## src/rtl/wb_arbiter_pkg.sv

```systemverilog
// Shared types, widths and source encodings for the register-file writeback arbiter.
// Holds no state. Imported by wb_arbiter and wb_hold_slot.
// Defines the REG_BUS data-slice macro used on the external 64-bit data ports.
`ifndef WB_ARBITER_DEFINES
`define WB_ARBITER_DEFINES
`define REG_BUS 63:0
`endif

package wb_arbiter_pkg;

  localparam int REG_ADDR_W = 5;
  localparam int REG_W      = 64;
  localparam int NUM_REGS   = 32;

  // The starvation counter saturates here, and pipe_stall is raised at this value.
  localparam logic [1:0] STARVE_MAX = 2'd3;

  typedef logic [REG_ADDR_W-1:0] reg_addr_t;
  typedef logic [REG_W-1:0]      reg_data_t;

  // Origin of the write currently held in the registered regfile port.
  typedef enum logic [1:0] {
    SRC_PIPE = 2'd0,
    SRC_MD   = 2'd1,
    SRC_LS   = 2'd2
  } src_e;

  // Round-robin pointer value: the slow source that was granted most recently.
  typedef enum logic {
    RR_MD = 1'b0,
    RR_LS = 1'b1
  } rr_e;

  // One-hot register mask. Register 0 never produces a bit.
  function automatic logic [NUM_REGS-1:0] reg_onehot(input reg_addr_t addr);
    logic [NUM_REGS-1:0] mask;
    mask = '0;
    if (addr != '0) mask[addr] = 1'b1;
    return mask;
  endfunction

endpackage

```

## src/rtl/wb_arbiter_hold_slot.sv

```systemverilog
// One-entry result buffer for a slow writeback source (addr + data, valid/ready in).
// Latency: a result accepted on an edge is offered for grant in the next cycle.
// Backpressure: ready = slot empty or being granted this cycle; ready is 0 during reset.
// Ports: clk/rst; valid/ready/waddr/wdata from the source; grant from the arbiter;
//        held/held_waddr/held_wdata toward the arbiter.
module wb_hold_slot
  import wb_arbiter_pkg::*;
(
  input  logic                  clk,
  input  logic                  rst,
  input  logic                  valid,
  output logic                  ready,
  input  logic [REG_ADDR_W-1:0] waddr,
  input  logic [REG_W-1:0]      wdata,
  input  logic                  grant,
  output logic                  held,
  output logic [REG_ADDR_W-1:0] held_waddr,
  output logic [REG_W-1:0]      held_wdata
);

  logic accept;
  logic load;

  // Freeing on grant lets the slot refill in the same cycle, which sustains
  // one result per cycle when the port is uncontended.
  assign ready  = !rst && (!held || grant);
  assign accept = valid && ready;
  // A write to r0 completes the handshake but is dropped here.
  assign load   = accept && (waddr != '0);

  always_ff @(posedge clk) begin
    if (rst) begin
      held       <= 1'b0;
      held_waddr <= '0;
      held_wdata <= '0;
    end else if (load) begin
      held       <= 1'b1;
      held_waddr <= waddr;
      held_wdata <= wdata;
    end else if (grant) begin
      held <= 1'b0;
    end
  end

endmodule

```

## src/rtl/wb_arbiter.sv

```systemverilog
// Arbitrates the single regfile write port between the in-order pipeline and the md/ls slow units.
// Latency: the granted write appears on rf_* one cycle after the grant; slow results are buffered one cycle first.
// Backpressure: slow sources see ready from their hold slots; the pipeline has none and is asked to pause via pipe_stall.
// Ports: pipe_* pipeline writeback; md_* / ls_* slow-result handshakes; iss_* slow-op issue marking;
//        rf_* registered regfile write; pend_mask pending-slow-write scoreboard; pipe_stall starvation relief.
module wb_arbiter
  import wb_arbiter_pkg::*;
(
  input  logic                  clk,
  input  logic                  rst,
  input  logic                  pipe_wen,
  input  logic [REG_ADDR_W-1:0] pipe_waddr,
  input  logic [`REG_BUS]       pipe_wdata,
  input  logic                  md_valid,
  output logic                  md_ready,
  input  logic [REG_ADDR_W-1:0] md_waddr,
  input  logic [`REG_BUS]       md_wdata,
  input  logic                  ls_valid,
  output logic                  ls_ready,
  input  logic [REG_ADDR_W-1:0] ls_waddr,
  input  logic [`REG_BUS]       ls_wdata,
  input  logic                  iss_valid,
  input  logic [REG_ADDR_W-1:0] iss_waddr,
  output logic                  rf_wen,
  output logic [REG_ADDR_W-1:0] rf_waddr,
  output logic [`REG_BUS]       rf_wdata,
  output logic [NUM_REGS-1:0]   pend_mask,
  output logic                  pipe_stall
);

  logic                  md_held, ls_held;
  logic [REG_ADDR_W-1:0] md_held_waddr, ls_held_waddr;
  logic [REG_W-1:0]      md_held_wdata, ls_held_wdata;

  logic                  grant_pipe, grant_md, grant_ls;
  logic                  slow_grant, any_held;
  rr_e                   last_grant;
  logic [1:0]            starve_cnt;
  src_e                  rf_src;
  logic [NUM_REGS-1:0]   pend_next;

  wb_hold_slot u_md_slot (
    .clk        (clk),
    .rst        (rst),
    .valid      (md_valid),
    .ready      (md_ready),
    .waddr      (md_waddr),
    .wdata      (md_wdata),
    .grant      (grant_md),
    .held       (md_held),
    .held_waddr (md_held_waddr),
    .held_wdata (md_held_wdata)
  );

  wb_hold_slot u_ls_slot (
    .clk        (clk),
    .rst        (rst),
    .valid      (ls_valid),
    .ready      (ls_ready),
    .waddr      (ls_waddr),
    .wdata      (ls_wdata),
    .grant      (grant_ls),
    .held       (ls_held),
    .held_waddr (ls_held_waddr),
    .held_wdata (ls_held_wdata)
  );

  // Pipeline has absolute priority unless it targets r0, which never uses the port.
  // Grants do not depend on md_valid/ls_valid, so ready has no combinational loop.
  always_comb begin
    grant_pipe = pipe_wen && (pipe_waddr != '0);
    grant_md   = 1'b0;
    grant_ls   = 1'b0;
    if (!grant_pipe) begin
      if (md_held && ls_held) begin
        if (last_grant == RR_LS) grant_md = 1'b1;
        else                     grant_ls = 1'b1;
      end else if (md_held) begin
        grant_md = 1'b1;
      end else if (ls_held) begin
        grant_ls = 1'b1;
      end
    end
  end

  assign slow_grant = grant_md || grant_ls;
  assign any_held   = md_held || ls_held;
  assign pipe_stall = (starve_cnt == STARVE_MAX);

  // Retirement of a slow write is seen one cycle after its grant, on the
  // registered port; a same-edge re-issue to that register must stay pending.
  always_comb begin
    pend_next = pend_mask;
    if (rf_wen && (rf_src != SRC_PIPE)) pend_next = pend_next & ~reg_onehot(rf_waddr);
    if (iss_valid)                      pend_next = pend_next | reg_onehot(iss_waddr);
    pend_next[0] = 1'b0;
  end

  always_ff @(posedge clk) begin
    if (rst) begin
      rf_wen     <= 1'b0;
      rf_waddr   <= '0;
      rf_wdata   <= '0;
      rf_src     <= SRC_PIPE;
      last_grant <= RR_LS;
      starve_cnt <= 2'd0;
      pend_mask  <= '0;
    end else begin
      rf_wen <= grant_pipe || slow_grant;
      if (grant_pipe) begin
        rf_waddr <= pipe_waddr;
        rf_wdata <= pipe_wdata;
        rf_src   <= SRC_PIPE;
      end else if (grant_md) begin
        rf_waddr <= md_held_waddr;
        rf_wdata <= md_held_wdata;
        rf_src   <= SRC_MD;
      end else if (grant_ls) begin
        rf_waddr <= ls_held_waddr;
        rf_wdata <= ls_held_wdata;
        rf_src   <= SRC_LS;
      end

      if (grant_md)      last_grant <= RR_MD;
      else if (grant_ls) last_grant <= RR_LS;

      // Counts cycles a held slow result loses to the pipeline.
      if (slow_grant || !any_held)
        starve_cnt <= 2'd0;
      else if (grant_pipe && (starve_cnt != STARVE_MAX))
        starve_cnt <= starve_cnt + 2'd1;

      pend_mask <= pend_next;
    end
  end

endmodule

```

## config.mk

```make
export PLATFORM = sky130hd
export DESIGN_NAME = wb_arbiter
export DESIGN_NICKNAME = d
export VERILOG_FILES = /design/src/rtl/wb_arbiter_pkg.sv /design/src/rtl/wb_arbiter_hold_slot.sv /design/src/rtl/wb_arbiter.sv
export SDC_FILE = /design/constraint.sdc
export NUM_CORES = 1
export LEC_CHECK = 0
export CORE_ASPECT_RATIO = 0.9
export CORE_MARGIN = 1.5
export CORE_UTILIZATION = 24
export CTS_CLUSTER_DIAMETER = 120
export CTS_CLUSTER_SIZE = 10
export DETAILED_ROUTE_END_ITERATION = 6
export PLACE_DENSITY = 0.59
export SYNTH_ARGS = -nofsm -noshare
export SYNTH_HDL_FRONTEND = slang
export SYNTH_SLANG_ARGS = --single-unit
```

## constraint.sdc

```tcl
create_clock -name clk -period 1.4 [get_ports clk]
set_input_delay 0.14 -clock clk [delete_from_list [all_inputs] [get_ports clk]]
set_output_delay 0.14 -clock clk [all_outputs]
set_load 0.01 [all_outputs]
```

Yosys cells after proc, flatten, opt, wreduce, memory -nomap -nowiden

Cells that the tools add are included.

Input port bits: 218
Logic and storage cells: 93
Output and inout bits: 105
Flip-flop bits (word level): 247

Reduce and logical (&&, ||, !) cells: 35
Bitwise logic cells: 3
Add/subtract/negate cells: 1
Order comparisons: 4
Multiplexer cells: 33
Eq/ne operators: 2

Operators by type and width:

| cell                                                                   | count |
|---|---|
| 32-bit 2-to-1 mux                                                      | 6 |
| 64-bit 2-to-1 mux                                                      | 3 |
| 32-bit AND                                                             | 1 |
| 32-bit NOT                                                             | 1 |
| 32-bit bitwise OR                                                      | 1 |
| 5-bit nonzero test                                                     | 5 |
| 1-bit 2-to-1 mux                                                       | 19 |
| 5-bit 2-to-1 mux                                                       | 3 |
| 1-bit logical AND                                                      | 12 |
| 5-bit by 6-bit < comparator with 1-bit output (second input constant)  | 2 |
| 1-bit demux with 5-bit select                                          | 2 |
| 5-bit by 1-bit >= comparator with 1-bit output (second input constant) | 2 |
| 2-bit nonzero test                                                     | 4 |
| 1-bit logical OR                                                       | 6 |
| 1-bit logical NOT                                                      | 4 |
| 2-bit OR reduction                                                     | 2 |
| 3-bit nonzero test                                                     | 1 |
| 3-bit OR reduction                                                     | 1 |
| 2-bit by 1-bit adder with 2-bit output (second input constant)         | 1 |
| 2-bit == test (second input constant)                                  | 1 |
| 2-bit inequality test (second input constant)                          | 1 |

Longest topological paths before layout

Word-level depth: 11
Depth in mapped cells: 9
Depth with buffers taken out: 5

Hierarchy

Synthesis repeated with hierarchy kept, for this count alone.

Cells, all modules: 1452
Area total of the unflattened synthesis: 11800.1 µm²

Modules (own cells, without submodules):

| module       | area each (µm²) | cells an instance | instances | sequential area each (µm²) |
|---|---|---|---|---|
| wb_arbiter   | 6414.9          | 800               | 1         | 2122.0 |
| wb_hold_slot | 2692.6          | 326               | 2         | 1401.3 |

Worst setup path before layout

OpenSTA, ideal clock, no wires.

Path kind: register to register
Start: reg u_md_slot.held
End: reg u_ls_slot.held_wdata[10]
Path buffers: 4
Stages on the path, launching flop included: 10
Slack: -0.161 ns
Setup time: 0.120 ns
Data arrival time: 1.441 ns
Clock period less this slack: 1.561 ns
Data required time: 1.280 ns
Cells stage by stage: dfxtp_1 > buf_2 > a21oi_1 > a311o_1 > nor3b_2 > buf_6 > buf_6 > buf_6 > nand2_1 > o21ai_1

Longest elaborated chain between the ends: 7
Elaborated cells on any way between the ends: 8
Classes of those cells: mux (3); reduce/logical (5)

Ends and longest elaborated chain:

| what                                                  | line                               | RTL |
|---|---|---|
| from (decl)                                           | wb_arbiter_hold_slot.sv:16         | `output logic held,` |
| from (signal assigned)                                | wb_arbiter_hold_slot.sv:33         | `held <= 1'b0;` |
| from (signal assigned)                                | wb_arbiter_hold_slot.sv:37         | `held <= 1'b1;` |
| from (signal assigned)                                | wb_arbiter_hold_slot.sv:41         | `held <= 1'b0;` |
| 1-bit 2-to-1 mux or 1-bit logical AND (tied branches) | wb_arbiter.sv:78, wb_arbiter.sv:75 |  |
| 1-bit 2-to-1 mux *                                    | wb_arbiter.sv:75                   | `if (md_held && ls_held) begin` |
| 1-bit 2-to-1 mux *                                    | wb_arbiter.sv:74                   | `if (!grant_pipe) begin` |
| 1-bit logical OR *                                    | wb_arbiter_hold_slot.sv:26         | `assign ready = !rst && (!held \|\| grant);` |
| 1-bit logical AND *                                   | wb_arbiter_hold_slot.sv:26         |  |
| 1-bit logical AND *                                   | wb_arbiter_hold_slot.sv:27         | `assign accept = valid && ready;` |
| 1-bit logical AND *                                   | wb_arbiter_hold_slot.sv:29         | `assign load = accept && (waddr != '0);` |
| to (signal assigned)                                  | wb_arbiter_hold_slot.sv:39         | `held_wdata <= wdata;` |
| to (decl)                                             | wb_arbiter_hold_slot.sv:18         | `output logic [REG_W-1:0] held_wdata` |

Mark *: on every way between the ends. The rest lies on a longest branch, timed or not.
A chain may end at the register's enable or synchronous reset.

Worst setup path after layout

Start: reg last_grant
End: reg u_md_slot.held_wdata[59]

Longest elaborated chain between the ends: 7

Ends and longest elaborated chain:

| what                   | line                       | RTL |
|---|---|---|
| from (decl)            | wb_arbiter.sv:37           | `rr_e last_grant;` |
| from (signal assigned) | wb_arbiter.sv:105          | `last_grant <= RR_LS;` |
| from (signal assigned) | wb_arbiter.sv:124          | `if (grant_md) last_grant <= RR_MD;` |
| from (signal assigned) | wb_arbiter.sv:125          | `else if (grant_ls) last_grant <= RR_LS;` |
| 1-bit 2-to-1 mux       | wb_arbiter.sv:76           | `if (last_grant == RR_LS) grant_md = 1'b1;` |
| 1-bit 2-to-1 mux       | wb_arbiter.sv:75           |  |
| 1-bit 2-to-1 mux       | wb_arbiter.sv:74           |  |
| 1-bit logical OR       | wb_arbiter_hold_slot.sv:26 |  |
| 1-bit logical AND      | wb_arbiter_hold_slot.sv:26 |  |
| 1-bit logical AND      | wb_arbiter_hold_slot.sv:27 |  |
| 1-bit logical AND      | wb_arbiter_hold_slot.sv:29 |  |
| to (signal assigned)   | wb_arbiter_hold_slot.sv:39 |  |
| to (decl)              | wb_arbiter_hold_slot.sv:18 |  |

Every way passes these cells.

==> summary by stage <==
Timing
The total count of hold-check failures in the final report came to 0. The worst setup slack after layout is -0.3358 ns. The worst clock skew on the final layout is 0.01220 ns.

The final setup violation count is 210. The headroom to the max-slew limit is 65.27%. On the final layout, the worst hold slack is 0.07968 ns. Derived from the worst setup path, the maximum achievable clock frequency is 0.5761 GHz.

The max-slew violation count was 0. At the pin with the least slew margin, the transition time is 0.5197 ns. The final critical path takes up 124.0% of the cycle. The worst path in the final design needs a cycle of 1.736 ns, including I/O delays and setup. Setup repair after global routing could not meet its margin everywhere.

Critical path
On the worst path, the slowest cell contributes a delay of 0.36 ns. The critical path startpoint is last_grant. The category of the worst setup path capture point is a flip-flop. The launch point of the worst reg-to-reg path is last_grant. The type of the worst setup path is reg -> reg. The worst setup path is launched from a flip-flop. Traced cell by cell, the critical path runs through buf_6 -> nand2b_4 -> and3_4 -> o21a_4 -> buf_4 -> buf_12 -> buf_12 -> nand3_2 -> a21oi_1.

The largest fanout of any net on the critical path is 5. The slowest library cell on the worst path is dfxtp_4. In this design, the critical path's most frequently occurring cell is buf_12. The signal arrival time at the worst endpoint is 2.15 ns.

STA puts the critical path data required time at 1.81 ns.

GRT
The pin count of the biggest net entering global routing is 57. The global router's overall resource usage is 17.59%. The number of antenna violations at the first check in global routing is 2. The first global-routing pass estimated 58.71 mm of wire.

The number of global-route vias before repair is 9823. The total overflow left after global routing is 0.

Clock tree
The root buffer cell chosen for the clock tree is clkbuf_16. The H-tree level count is 1. The insertion delay of the later-clocked pin in the worst-skew pair is 0.55 ns. The number of buffers inserted during clock tree synthesis is 28. TritonCTS built the clock tree.

The clock net in this run drives a total of 246 sinks. The clock passes through at most 3 buffers. The post-CTS clock slew at the launch and capture registers of the worst setup and hold paths is 0.06 ns.

Logic synthesis
After synthesis the netlist holds a flip-flop and latch count of 246. In the synthesized netlist the dominant register cell turns out to be dfxtp_1. The post-synthesis mux area share is 7.052%.

After synthesis, the netlist uses 41 different library cells. The fraction of registers with async set or reset after synthesis is 0%. The number of cells produced by synthesis is 1183.

The area fraction in and, or, nand and nor cells after synthesis is 14.21%. The count of flip-flops with a built-in enable after synthesis is 0. The post-synthesis average cell area is 8.519 µm². Summing the areas of all compound-gate instances in the mapped netlist gives 24.59% of the synthesized area. The dominant combinational cell family by area after synthesis is compound AO/OA/AOI/OAI gates. The xor and xnor fraction of the mapped netlist area is 0.08690%. The yosys synthesis warning count is 0.

The synthesized net count is 1402. Summing the sequential cell areas from Yosys gives 48.86% of the chip area. The mapped netlist covers 0.01008 mm². The adder-cell area share of the yosys netlist is 0.1241%.

Route
In the final routed layout, each cell accounts on average for 20.33 µm. For this block, the via count after detailed routing is 10391. The remaining antenna violation count after routing is 0. The number of iterations in the first detailed-routing pass is 5. The DRC violation count after routing is 0. Using the TritonRoute via totals, the vias-per-cell ratio works out to 4.911. The routed design has 43.01 mm of wire. The detailed router's first-iteration violation count is 771.

Floorplanning
The total area inside the core boundary comes to 0.04157 mm². The initial core utilization is 24.24%. The number of core rows is 71.

The width of the die is 219.0 µm. The floorplan step set the die height to 197.4 µm. The die outline area is 0.04323 mm².

The I/O pin count is 323.

Finish
Leaving out fill and tap cells, the most frequent cell in the layout is dfxtp_1. The count of non-filler cells in the finished layout is 2116. The net count of the finished layout is 1784. At the end of the flow the core is filled with cells to 41.53%. Relative to the synthesized area, the layout overhead comes to 71.31%. Leaving out fill and tap cells, the most frequent cells in the layout are dfxtp_1, clkdlybuf4s50_1, nand2_1, o21ai_1, dlygate4sd2_1. Of the cells placed in the final design, the portion with a size suffix greater than 1 is 22.48%.

Worst hold path
The class of the worst hold path is in -> reg. The startpoint of the lowest-slack hold path is pipe_waddr[2].

Power and ir drop
After layout, the design draws a total of 17.85 mW. Sequential cells account for 43.2% of the total power. The combinational fraction of design power is 19.6%. The share of power burned in the clock network is 37.2%. The worst-case IR drop observed on VDD is 672.2 µV. The cell area power density is 1034 mW/mm². Internal power comes to 13.12 mW.

The total leakage power is 6.741 nW. The net load switching power is 4.724 mW. The proportion of total power due to net switching is 26.47%.

Place
In this run, placement finished with an instance count of 2029. The final weighted congestion in routability-driven placement is 0.8276. The count of buffers added on input and output ports is 321.

The worst slack at placement is -0.9326 ns. After legalization and detailed placement, the total HPWL measured 26.66 mm.

Status
The run finished, with violations left. The final reports fail on setup timing.

Job
The max-capacitance violation count is 0.
-- power by group through the flow --
stage               combinational (mW)  clock, mW  sequential, mW
floorplan                         1.12          0            7.80
global placement                  2.69          0            7.79
detailed placement                2.72          0            7.80
CTS                               2.93       6.81            7.65
global route                      3.74       7.06            7.75
finish                            3.51       6.64            7.71
-- cell type report --
type | count | area (µm²)
antenna | 3 | 7.507
clock buffer | 30 | 729.5
clock inverter | 1 | 30.03
fill | 4041 | 24310
inverter | 2 | 10.01
multi-input combinational | 828 | 5685
sequential | 246 | 4945
tap | 547 | 684.4
timing repair buffer | 459 | 5174
-- worst max-delay path, delay by kind of cell (launching register included) --
family          cells  cell delay (ns)
compound gates      2             0.29
buf+inv             4             0.52
flops               1             0.36
simple gates        3             0.40
-- cells by family (layout without fill, tap and decap cells) --
group	Yosys count	after routing
compound gates	421	421
xor+xnor	1	1
fa+ha+maj	1	1
buf+inv	109	492
flops	246	246
mux	71	71
other cells	1	4
simple gates	333	333
-- cell usage after synthesis (5+ instances only) --
library cell | number | area, µm²
mux2i_1 | 71 | 710.7
o21ai_1 | 34 | 170.2
a22o_1 | 66 | 578.1
clkbuf_1 | 55 | 206.5
o21ai_0 | 206 | 1031
a32o_1 | 5 | 50.05
buf_6 | 5 | 56.30
buf_2 | 37 | 185.2
nand3_1 | 66 | 330.3
o211ai_1 | 31 | 232.7
nor2_1 | 14 | 52.55
nand2_1 | 223 | 837.1
nand3b_1 | 6 | 45.04
clkbuf_2 | 5 | 25.02
a21oi_1 | 73 | 365.4
dfxtp_1 | 246 | 4925
-- path summary, 6_finish.rpt --
| kind | endpoint | slack (ns) | cells past startpoint |
|---|---|---|---|
| max | u_md_slot.held_wdata[59] | -0.34 | 9 |
| max reg2reg | u_md_slot.held_wdata[59] | -0.34 | 9 |
| min | rf_waddr[2] | 0.08 | 2 |
| min reg2reg | u_ls_slot.held_wdata[18] | 0.45 | 2 |
-- state kept, by name, indices dropped and copies added (netlist names) --
signal	flops
rf_src	2
rf_wdata	64
u_md_slot.held_waddr	5
u_ls_slot.held_wdata	64
u_ls_slot.held	1
rf_waddr	5
last_grant	1
rf_wen	1
u_ls_slot.held_waddr	5
u_md_slot.held	1
starve_cnt	2
u_md_slot.held_wdata	64
pend_mask	31
-- what timing repair did --
action | 4_1_cts | 5_1_grt
endpoints found under the hold margin | 2 | 2
pin swaps | 8 | 46
hold buffers | 1 | 2
resized for setup | 225 | 300
setup endpoints to repair | 319 | 245
gates cloned | 13 | 14
buffers inserted | 12 | 15
-- per-layer routing --
| metal | track usage, % | wire, µm | vias to the layer above |
|---|---|---|---|
| li1 | - | - | 4966 |
| met1 | 23.57 | 19220 | 5007 |
| met2 | 28.80 | 20290 | 366 |
| met3 | 3.603 | 2699 | 50 |
| met4 | 4.287 | 798 | 2 |
| met5 | 0 | 13 | - |
-- per-stage QoR --
stage	setup TNS (ns)	instance area (µm²)
2_1_floorplan	-4.347	10140
3_3_place_gp	-139.22	14510
3_5_place_dp	-139.57	14510
4_1_cts	-56.21	15810
5_1_grt	-65.81	17260
6_report	-50.72	17270
No activity file was read; power rests on OpenSTA's default activity.
==> patch 1 (config.mk and constraints unchanged) <==
Encoding of `src_e`: now one-hot (3 bits for 3 values).
--- a/src/rtl/wb_arbiter_pkg.sv
+++ b/src/rtl/wb_arbiter_pkg.sv
@@ -19,10 +19,10 @@
   typedef logic [REG_W-1:0]      reg_data_t;
 
   // Origin of the write currently held in the registered regfile port.
-  typedef enum logic [1:0] {
-    SRC_PIPE = 2'd0,
-    SRC_MD   = 2'd1,
-    SRC_LS   = 2'd2
+  typedef enum logic [2:0] {
+    SRC_PIPE = 3'b001,
+    SRC_MD   = 3'b010,
+    SRC_LS   = 3'b100
   } src_e;
 
   // Round-robin pointer value: the slow source that was granted most recently.
Function: same outputs for any inputs over 4 cycles, from zero or initial values and one cycle with rst high; so few cycles prove little.
==> patch 1 against the original RTL <==
  * The run still ends with setup timing left
  * Core utilization increased by 5.8 points
  * Clock skew decreased by 0.0017 ns
  * Routed wire length is 18% higher
  * Final area grew 15%
  * Total power grew 4.7%
  * Sequential cell count is 1 higher
  * Global-route usage is 2.4 points higher
  * Area after synthesis increased by 2.6%
  * Worst setup slack got worse by 0.081 ns
  * Sequential share of layout area shrank 3.7 points
==> patch 1: results (changes against the original RTL) <==
[global_route]
met3_usage = 0.0527  ; was 0.0360
grt_max_degree = 52  ; was 57
grtUsageTotal = 0.200  ; was 0.176
antenna_found_initial = 8  ; was 2
met2_usage = 0.336  ; was 0.288
grt_pass1_wl_um = 68500  ; was 58,700 um
grt.met1_usage = 0.253  ; was 0.236

[final_layout]
seq_share = 0.249  ; was 0.286
layout.nonclk_buf_frac = 0.350  ; was 0.300
clkCellAreaFrac = 0.0368  ; was 0.0440
n_all_buffers = 548  ; was 459
inverters_excl_clock = 1  ; was 2
fill_cells = 3878  ; was 4,041
multi_input_area_um2 = 6560  ; was 5690 um^2
multi_input_gates = 926  ; was 828
fin_nets = 1971  ; was 1,784
drive_gt1_frac = 0.326  ; was 0.225

[power_and_ir_drop]
irDropWorstVdd_uv = 758  ; was 672 uV
leakagePower_nw = 8.64  ; was 6.74 nW

[route]
wl_met2_um = 24300  ; was 20,300 um
wl_met1_um = 21000  ; was 19,200 um
routed_via_density = 5.15  ; was 4.91
via_count = 11861  ; was 10,391
wl_per_cell_um = 22.1  ; was 20.3 um
dr_wl_met3_um = 3900  ; was 2700 um
drt-initial-drc-count = 797  ; was 771

[yosys]
synth_mux_area_frac = 0.00677  ; was 0.0705
synth-adder-area-share = 0.00121  ; was 0.00124
synth_commonest_cells = nand2_1 (250), dfxtp_1 (247), nand3_1 (194), o21ai_0 (158), a21oi_1 (107)  ; was dfxtp_1 (246), nand2_1 (223), o21ai_0 (206), a21oi_1 (73), mux2i_1 (71)
synth_fp_nets = 1512  ; was 1,402
synth-compound-area-share = 0.248  ; was 0.246
yosys_most_used_dff = dfxtp_1  ; unchanged
synth_xor_area_frac = 0.000847  ; was 0.000869

[clock_network]
clock-sinks = 247  ; was 246

[run_status]
status = finished, violations left  ; unchanged
violations = setup timing  ; unchanged

[sta]
max_slew_margin = 0.508  ; was 0.653
setup_slack_ns = -0.417  ; was -0.336 ns
setup_viol = 210  ; unchanged
skew_ns = 0.0105  ; was 0.0122 ns

[critical_path]
cp_data_required_time_ns = 1.87  ; was 1.81 ns

[placed_design]
hpwl_um = 27500  ; was 26,700 um
place_inst = 2135  ; was 2,029
place.gp.congestion = 0.822  ; was 0.828
place_ws_ns = -1.02  ; was -0.933 ns

[min_path]
hp-start = rst  ; was pipe_waddr[2]

## patch 1: through the flow
| step | setup TNS, ns | cell area [um^2] |
|---|---|---|
| 2_1_floorplan | -30.60 | 10400 |
| 3_3_place_gp | -184.23 | 14700 |
| 3_5_place_dp | -182.08 | 14700 |
| 4_1_cts | -60.94 | 17600 |
| 5_1_grt | -68.00 | 19900 |
| 6_report | -54.91 | 19900 |
## patch 1: final timing paths
path / cells past startpoint / slack (ns) / to
worst max-delay path: 10 / -0.42 / u_ls_slot.held_wdata[28]
worst min-delay path: 5 / 0.09 / rf_src[1]
worst max register to register: 10 / -0.42 / u_ls_slot.held_wdata[28]
worst min register to register: 2 / 0.45 / u_ls_slot.held_wdata[19]
## patch 1: kinds of logic (layout without fill, tap and decap cells)
logic type	count (synthesis)	after routing
AO/OA/AOI/OAI	423	424
XOR/XNOR	1	1
adder cells (fa/ha/maj)	1	1
buffers and inverters	122	580
flip-flops	247	247
multiplexers	7	7
other	1	4
AND/OR/NAND/NOR	491	492
## patch 1: where the power goes
group / leakage (nW) / switching, mW / internal (mW)
registers: 2.03 / 0.276 / 7.49
logic: 6.25 / 2.00 / 2.45
clock network: 0.362 / 2.86 / 3.61
## patch 1: critical path, stage by stage, from the launching register on
cell and delay, ns:
dfxtp_2 0.33, and2_4 0.17, o311a_4 0.32, nor3_4 0.18, buf_12 0.17, buf_8 0.13
buf_12 0.11, buf_12 0.09, buf_16 0.12, nand2_4 0.05, o21ai_2 0.06
## patch 1: timing repair
action                                  4_1_cts  5_1_grt
hold buffers                                  5        0
pin swaps                                    86      161
hold endpoints to repair                      5        0
endpoints found under the setup margin      313      290
gates cloned                                 40       27
resized for setup                           297      440
setup buffers                                54       27
==> patch 2 (same flow settings) <==
Without the edit above. Set the package constant `REG_ADDR_W` to 6 (it was 5).
--- a/src/rtl/wb_arbiter_pkg.sv
+++ b/src/rtl/wb_arbiter_pkg.sv
@@ -8,7 +8,7 @@
 
 package wb_arbiter_pkg;
 
-  localparam int REG_ADDR_W = 5;
+  localparam int REG_ADDR_W = 6;
   localparam int REG_W      = 64;
   localparam int NUM_REGS   = 32;
 
Ports: changed (5 resized); port bits go from 323 to 328. No check against the original RTL was run, so the function may have changed too.
==> patch 2 against the original RTL <==
  * The run still ends with setup timing left
  * Final area increased by 3.8%
  * Routed wire length grew 5.0%
  * Total power rose by 2.1%
  * Sequential cell count is 3 higher
  * Clock skew increased by 0.0011 ns
  * Area after synthesis is 11% higher
  * Sequential share of layout area decreased by 0.65 points
  * Worst setup slack got worse by 0.18 ns
  * Largest power group unchanged
==> patch 2: results (changes against the original RTL) <==
[sta]
tns_ns = -80.99  ; was -50.72 ns
fin_crit_ns = 1.92  ; was 1.74 ns
skew_ns = 0.0133  ; was 0.0122 ns
setup_slack_ns = -0.517  ; was -0.336 ns
setup_viol = 216  ; was 210

[global_route]
grt_pass1_vias = 10344  ; was 9,823
grt_pass1_wl_um = 65300  ; was 58,700 um
grt_max_degree = 72  ; was 57
antenna_found_initial = 2  ; unchanged
grtUsageTotal = 0.178  ; was 0.176

[placed_design]
io_buffer_count = 326  ; was 321
place_ws_ns = -1.05  ; was -0.933 ns
place_area_um2 = 15800  ; was 14,500 um^2
hpwl_um = 27300  ; was 26,700 um
place.gp.congestion = 0.850  ; was 0.828

[yosys]
synth_commonest_cells = dfxtp_1 (249), nor2b_1 (140), nand2_1 (107), nor2_1 (105), mux2_2 (71)  ; was dfxtp_1 (246), nand2_1 (223), o21ai_0 (206), a21oi_1 (73), mux2i_1 (71)
synth_xor_area_frac = 0.000782  ; was 0.000869
synth-adder-area-share = 0.00112  ; was 0.00124
ys_warn_count = 0  ; unchanged
synth.distinct_cells = 57  ; was 41
ys_top_cells_by_area = dfxtp_1 (45%), mux2_4 (9.0%), nor2b_1 (7.8%), mux2_2 (7.1%), a311oi_1 (5.3%)  ; was dfxtp_1 (49%), o21ai_0 (10%), nand2_1 (8.3%), mux2i_1 (7.1%), a22o_1 (5.7%)
synth_fp_nets = 1350  ; was 1,402
synth-compound-area-share = 0.145  ; was 0.246
synth_mux_area_frac = 0.188  ; was 0.0705
async_reset_ff_frac = 0  ; unchanged
yosys_most_used_dff = dfxtp_1  ; unchanged
yosysSeqAreaShare = 0.445  ; was 0.489

[run_status]
status = finished, violations left  ; unchanged
violations = setup timing  ; unchanged

[final_layout]
top_regs = rf_wdata: 64 flops, u_ls_slot.held_wdata: 64 flops, u_md_slot.held_wdata: 64 flops  ; unchanged
n_antenna_cell = 0  ; was 3
drive_gt1_frac = 0.242  ; was 0.225
fin_nets = 1757  ; was 1,784

[power_and_ir_drop]
leakagePower_nw = 8.28  ; was 6.74 nW
irDropWorstVdd_uv = 700  ; was 672 uV

[clock_network]
clk_latency_ns = 0.56
clockRootBuffer = clkbuf_16  ; unchanged
cts_max_path_buffers = 3  ; unchanged
cts_buffers = 28  ; unchanged
htreeDepth = 1  ; unchanged
clkSlewWorstSetupHoldPaths_ns = 0.06  ; about the same

[route]
routed_via_density = 4.77  ; was 4.91
drtPass1Iterations = 5  ; unchanged
wl_per_cell_um = 21.1  ; was 20.3 um
drt-initial-drc-count = 700  ; was 771

[min_path]
hp-class = input pin to register  ; unchanged
hold_depth = 3  ; was 2

[critical_path]
cp_max_fo = 14  ; was 5
rr_worst_depth = 8  ; was 9
crit_arrival_ns = 2.36  ; was 2.15 ns

[die]
design.core.area_um2 = 45700  ; was 41,600 um^2

patch 2: layer usage:
metal,wire (um),GRT usage,share of wire
met5,13,0,0.00029
met4,670,0.0322,0.015
met3,3680,0.0521,0.081
met2,19800,0.277,0.44
met1,21000,0.245,0.47
patch 2: timing repair:
item | 4_1_cts | 5_1_grt
setup endpoints to repair | 326 | 341
setup buffers | 18 | 9
resized for setup | 83 | 136
pin swaps | 35 | 18
gates cloned | 19 | 7
patch 2: cells by family (layout without fill, tap and decap cells):
kind of cell / count (synthesis) / count (layout)
flops: 249 / 249
mux: 168 / 168
buf+inv: 98 / 506
fa+ha+maj: 1 / 1
compound gates: 222 / 222
xor+xnor: 1 / 1
other cells: 1 / 1
simple gates: 387 / 387
patch 2: power breakdown:
group / leakage (nW) / internal [mW] / switching (mW)
sequential: 2.06 / 7.60 / 0.301
clock: 0.360 / 3.62 / 2.88
combinational: 5.86 / 2.25 / 1.57
patch 2: cell type report:
| type | count | area, um^2 |
|---|---|---|
| fillers | 4454 | 27800 |
| multi-input cells | 780 | 5860 |
| repair buffers | 472 | 5540 |
| flip-flops and latches | 249 | 5010 |
| well taps | 608 | 761 |
| clock buffers | 31 | 733 |
| inverters | 3 | 11.3 |
patch 2: through the flow:
stage               cells  utilization
floorplan            1127            -
global placement     2061        0.344
detailed placement   2061        0.344
CTS                  2129        0.379
global route         2143        0.392
finish               2143        0.392
patch 2: final timing paths:
kind	from	to	slack, ns
hold reg to reg	rf_src[0]	rf_src[0]	0.45
setup reg to reg	u_ls_slot.held	u_md_slot.held_wdata[46]	-0.52
setup / recovery	u_ls_slot.held	u_md_slot.held_wdata[46]	-0.52
hold / removal	pipe_waddr[2]	rf_waddr[2]	0.06
patch 2: critical path, stage by stage (launching register included):
cell and delay [ns]:
dfxtp_2 0.32, nor2b_4 0.12, buf_6 0.11, nor4_4 0.25, buf_4 0.19, o211ai_4 0.08
buf_12 0.18, buf_16 0.18, mux2_4 0.31
